File: src/rtl/aes_byte_deserializer.sv
// Byte-to-block deserializer: packs NBYTES accepted bytes into one wide block, with a
// separate output holding register so the next block assembles while the last one waits.
module aes_byte_deserializer #(
   parameter int NBYTES    = 16,
   parameter bit MSB_FIRST = 1'b1,
   localparam int CW       = $clog2(NBYTES + 1)
) (
   input  logic                  clk,
   input  logic                  rst_n,
   input  logic                  flush,
   input  logic [7:0]            in_byte,
   input  logic                  in_valid,
   output logic                  in_ready,
   output logic [8*NBYTES-1:0]   out_block,
   output logic                  out_valid,
   input  logic                  out_ready,
   output logic [CW-1:0]         byte_cnt
);

   logic [8*NBYTES-1:0] asm_reg;
   logic [8*NBYTES-1:0] asm_next;
   logic                accept;
   logic                last_byte;
   logic                complete;
   int                  lane_lo;

   assign last_byte = (byte_cnt == CW'(NBYTES - 1));
   // Only the completing byte can stall, and only while the holding register is full and not draining.
   assign in_ready  = rst_n & ~(last_byte & out_valid & ~out_ready);
   assign accept    = in_valid & in_ready;
   assign complete  = accept & last_byte & ~flush;

   always_comb begin
      lane_lo  = MSB_FIRST ? 8 * (NBYTES - 1 - int'(byte_cnt)) : 8 * int'(byte_cnt);
      asm_next = asm_reg;
      asm_next[lane_lo +: 8] = in_byte;
   end

   always_ff @(posedge clk or negedge rst_n) begin
      if (!rst_n) begin
         asm_reg  <= '0;
         byte_cnt <= '0;
      end else if (flush) begin
         byte_cnt <= '0;
      end else if (accept) begin
         asm_reg  <= asm_next;
         byte_cnt <= last_byte ? '0 : byte_cnt + 1'b1;
      end
   end

   // A completing block can only arrive when the holding register is empty or draining this cycle.
   always_ff @(posedge clk or negedge rst_n) begin
      if (!rst_n) begin
         out_block <= '0;
         out_valid <= 1'b0;
      end else if (complete) begin
         out_block <= asm_next;
         out_valid <= 1'b1;
      end else if (out_ready) begin
         out_valid <= 1'b0;
      end
   end

endmodule

File: config.mk
export PLATFORM = sky130hd
export DESIGN_NAME = aes_byte_deserializer
export DESIGN_NICKNAME = d
export VERILOG_FILES = /design/src/rtl/aes_byte_deserializer.sv
export SDC_FILE = /design/constraint.sdc
export NUM_CORES = 1
export LEC_CHECK = 0
export CORE_MARGIN = 2
export CORE_UTILIZATION = 45
export CTS_CLUSTER_SIZE = 25
export DETAILED_ROUTE_END_ITERATION = 7
export PLACE_DENSITY = 0.67
export SETUP_SLACK_MARGIN = 0.2
export SLEW_MARGIN = 10
export SYNTH_ARGS = -nofsm -noshare
export SYNTH_HDL_FRONTEND = slang
export SYNTH_SLANG_ARGS = --single-unit
File: constraint.sdc
create_clock -name clk -period 2.8 [get_ports clk]
set_clock_uncertainty 0.1 [all_clocks]
set_input_delay 0.7 -clock clk [delete_from_list [all_inputs] [get_ports clk]]
set_output_delay 0.7 -clock clk [all_outputs]
set_load 0.05 [all_outputs]
==> results by group, run 1 <==
Drt
  • Drt pass-1 iters: 5
  • Drt wl/cell: 19.4 µm
  • Post-route DRC violation count: 0
  • Detailed-route wire length: 32000 µm
  • Via-to-Cell Ratio: 5.48
  • Post-DRT Antenna Nets: 0
  • First DRT Iteration DRCs: 749
  • Vias: 9045

Power
  • P per Cell Area: 523 nW/µm²
  • Part of the power in combinational logic: 7.9%
  • Internal power: 0.00638 W
  • Sw Ratio: 23.1%
  • Leakage power total: 7.61 nW
  • Max VDD drop: 0.473 mV
  • Sw Pwr: 0.00192 W
  • Clock power share: 45.2%
  • Reg power frac: 46.9%

Synth
  • Ys Warns: 0
  • Largest area contributor in the netlist: dfrtp_1
  • Syn_nets: 1102
  • Number of flops mapped to enable cells by yosys: 0
  • Mapped Cells: 1083
  • Asr flop ratio synth: 100%
  • Number of synthesized register bits: 262
  • Post-synth top area share: 58.3%
  • Distinct cells, synth: 57
  • Seq/Total Area, Yosys: 58.3%
  • Synthesized cell area: 11300 µm²
  • Synth Flop Type: dfrtp_1
  • Syn_area_per_cell: 10.4 µm²
  • Top cells by area, synth: dfrtp_1 58%, nand2_1 11%, mux2_2 8.8%

Worst setup path
  • CP required: 3.12 ns
  • Reg2reg path depth: 10
  • Reg2reg start: byte_cnt[4]$_DFFE_PN0P_
  • Setup crit end kind: flip-flop
  • R2r endpoint: asm_reg[101]$_DFFE_PN0P_
  • Max FO, Critical Path: 8
  • Worst path cell trace: inv_2 > and3_4 > nand3_2 > ha_4 > nor4b_4 > nand4_4 > a2111oi_4 > nand2_1 > buf_6 > mux2_2
  • Type of the worst setup path: flip-flop to flip-flop
  • Cell with the largest stage delay on the worst path: a2111oi_4
  • Worst setup SP type: flip-flop
  • Max stage delay on crit path: 0.46 ns
  • R2R Setup Slk: -0.008 ns
  • Data arrival, critical path: 3.13 ns

Timing
  • Max-slew headroom: 35.6%
  • Sum of negative setup slack: -0.0107 ns
  • Max Freq: 0.356 GHz
  • Hold WS: 0.163 ns
  • Final setup viols: 2
  • Final hold violation count: 0
  • Worst-Margin Slew: 0.966 ns
  • RSZ-0062 raised after global routing: true
  • Slew Viols, Final: 0
  • Period utilization: 100%
  • Setup ws final: -0.00793 ns
  • Minimum clock period: 2.81 ns

Layout
  • Nets: 1325
  • Non-filler cells, final: 1652
  • Layout area overhead: 41.1%
  • Design Area, Final: 15900 µm²
  • Share of cells above drive strength 1: 29.2%
  • Fillers: 1866

Clocking
  • # H-tree levels: 1
  • Worst-Skew Late Latency: 0.54 ns
  • Clk root buf: clkbuf_16
  • Worst-path clk slew: 0.06 ns
  • Longest Clk Path Bufs: 3
  • Sink Count: 262
  • TritonCTS clock tree: done
  • CTS Hold Bufs: 0
  • CTS Buf Count: 28

Floorplan
  • Top Ports: 148
  • Initial Util: 46.0%
  • Die area: 26300 µm²
  • Row cnt: 57
  • Die H: 162 µm
  • Core area: 24500 µm²
  • Die Wd: 162 µm

Run status
  • Failing checks: setup timing
  • Status: finished, violations left

GRT
  • First-pass GRT wire length: 50300 µm
  • Number of global-route vias before repair: 9229
  • Largest net degree at the start of global routing: 183
  • Total grt overflow: 0
  • Antenna violations before repair: 0
  • Total GRT Usage: 24.1%

Placed design
  • RePlAce Congestion: 0.846
  • Cells after DPL: 1566
  • Post-DP Area: 13800 µm²
  • Post-DP HPWL: 20000 µm
  • DP Worst Slack: -0.126 ns
  • Input/output buffers: 147

Hold path
  • Worst hold-check path type: input pin to async pin

Flow run
  • Max cap viols: 0
[synthesized netlist by cell type (all sizes together), types with 3 or more instances]
| cell | count |
|---|---|
| o2111ai | 6 |
| nor3 | 4 |
| nor4b | 3 |
| inv | 5 |
| nor2 | 53 |
| a31oi | 16 |
| o211ai | 11 |
| dfrtp | 262 |
| a221o | 8 |
| nand2b | 5 |
| xnor2 | 3 |
| nand2 | 332 |
| buf | 25 |
| a21oi | 15 |
| a32o | 8 |
| or2 | 4 |
| or3 | 3 |
| nand3 | 37 |
| a21o | 9 |
| nor2b | 13 |
| ha | 6 |
| o21ai | 69 |
| and3 | 11 |
| mux2 | 90 |
| and2 | 19 |
| a2111oi | 3 |
| clkbuf | 43 |
[layer usage]
metal | up-vias | share of wire (%) | track usage [%]
li1 | 4137 | - | -
met1 | 4539 | 45 | 34.3
met2 | 311 | 48 | 38.5
met3 | 58 | 5.4 | 3.55
met4 | 0 | 2.2 | 7.32
met5 | - | 0 | 0
[timing repair]
action / in CTS / in global routing
buffers inserted: 20 / 7
gates cloned: 4 / 3
endpoints found under the setup margin: 176 / 193
resized for setup: 157 / 82
pin swaps: 46 / 38
[logic make-up after synthesis]
kind of cell	share of synthesized area, %
simple gates	19.6
flops	58.3
compound gates	9.26
mux	9.07
buf+inv	2.77
fa+ha+maj	0.667
xor+xnor	0.311
[stage by stage]
| stage | power, W | util [%] |
|---|---|---|
| floorplan | 0.00423 | - |
| global placement | 0.00449 | 56.2 |
| detailed placement | 0.00450 | 56.2 |
| CTS | 0.00831 | 63.2 |
| global route | 0.00858 | 64.9 |
| finish | 0.00830 | 64.9 |
[power groups by stage]
stage / registers (W) / clock network, W / logic (W)
after floorplan: 0.00399 / 0 / 0.000241
after global placement: 0.00396 / 0 / 0.000535
after detailed placement: 0.00396 / 0 / 0.000543
after CTS: 0.00389 / 0.00380 / 0.000610
after global routing: 0.00390 / 0.00398 / 0.000697
final: 0.00389 / 0.00375 / 0.000654
[layout by cell type, fill, tap and decap left out, types with 6 or more instances in the layout]
cell type / n
clkbuf_8: 11
buf_6: 23
buf_4: 68
mux2_4: 29
o211ai_1: 11
mux2_2: 61
nand2_2: 6
nor2b_1: 11
nand3_1: 12
nand2_1: 319
o21ai_1: 43
buf_12: 16
and2_1: 17
o21ai_2: 25
a32o_1: 8
nor2_1: 41
a31oi_1: 12
dlygate4sd2_1: 6
nor2_4: 7
a21oi_1: 12
dfrtp_1: 257
a21o_1: 9
a221o_1: 8
clkdlybuf4s50_1: 135
nand3_2: 23
clkbuf_16: 31
and3_1: 10
[worst max-delay path: cells and delay by family, from the launching register on]
| kind | cells | cell delay [ns] |
|---|---|---|
| AO/OA/AOI/OAI | 1 | 0.46 |
| adder cells (fa/ha/maj) | 1 | 0.29 |
| buffers and inverters | 2 | 0.22 |
| flip-flops | 1 | 0.40 |
| multiplexers | 1 | 0.28 |
| AND/OR/NAND/NOR | 5 | 0.93 |
[worst max-delay path by stage]
| stage | slack (ns) | end | cells past startpoint | startpoint |
|---|---|---|---|---|
| after floorplan | -0.25 | asm_reg[5]$_DFFE_PN0P_ | 9 | byte_cnt[1]$_DFFE_PN0P_ |
| after global placement | -0.11 | asm_reg[98]$_DFFE_PN0P_ | 7 | in_valid |
| after detailed placement | -0.13 | asm_reg[50]$_DFFE_PN0P_ | 11 | byte_cnt[4]$_DFFE_PN0P_ |
| after CTS | -0.007 | asm_reg[100]$_DFFE_PN0P_ | 11 | byte_cnt[4]$_DFFE_PN0P_ |
| after global routing | -0.14 | asm_reg[101]$_DFFE_PN0P_ | 10 | byte_cnt[4]$_DFFE_PN0P_ |
| final | -0.008 | asm_reg[101]$_DFFE_PN0P_ | 10 | byte_cnt[4]$_DFFE_PN0P_ |
[area by class of cell]
cell class | instances | area [µm²] | share of cell area [%]
Inverter | 5 | 18.8 | 0.118
Sequential cell | 262 | 6560 | 41.3
Timing Repair Buffer | 260 | 2720 | 17.1
Clock buffer | 45 | 896 | 5.64
Antenna cell | 1 | 2.50 | 0.0158
Multi-Input combinational cell | 749 | 5210 | 32.8
Clock inverter | 6 | 61.3 | 0.386
Tap cell | 324 | 405 | 2.55
No activity file was read; power rests on OpenSTA's default activity.
==> run 2, diff against run 1 <==
Settings changed: CAP_MARGIN set to 20.
==> results of run 2 <==
Same layout as run 1: the final DEF is identical, and so are final timing and power.
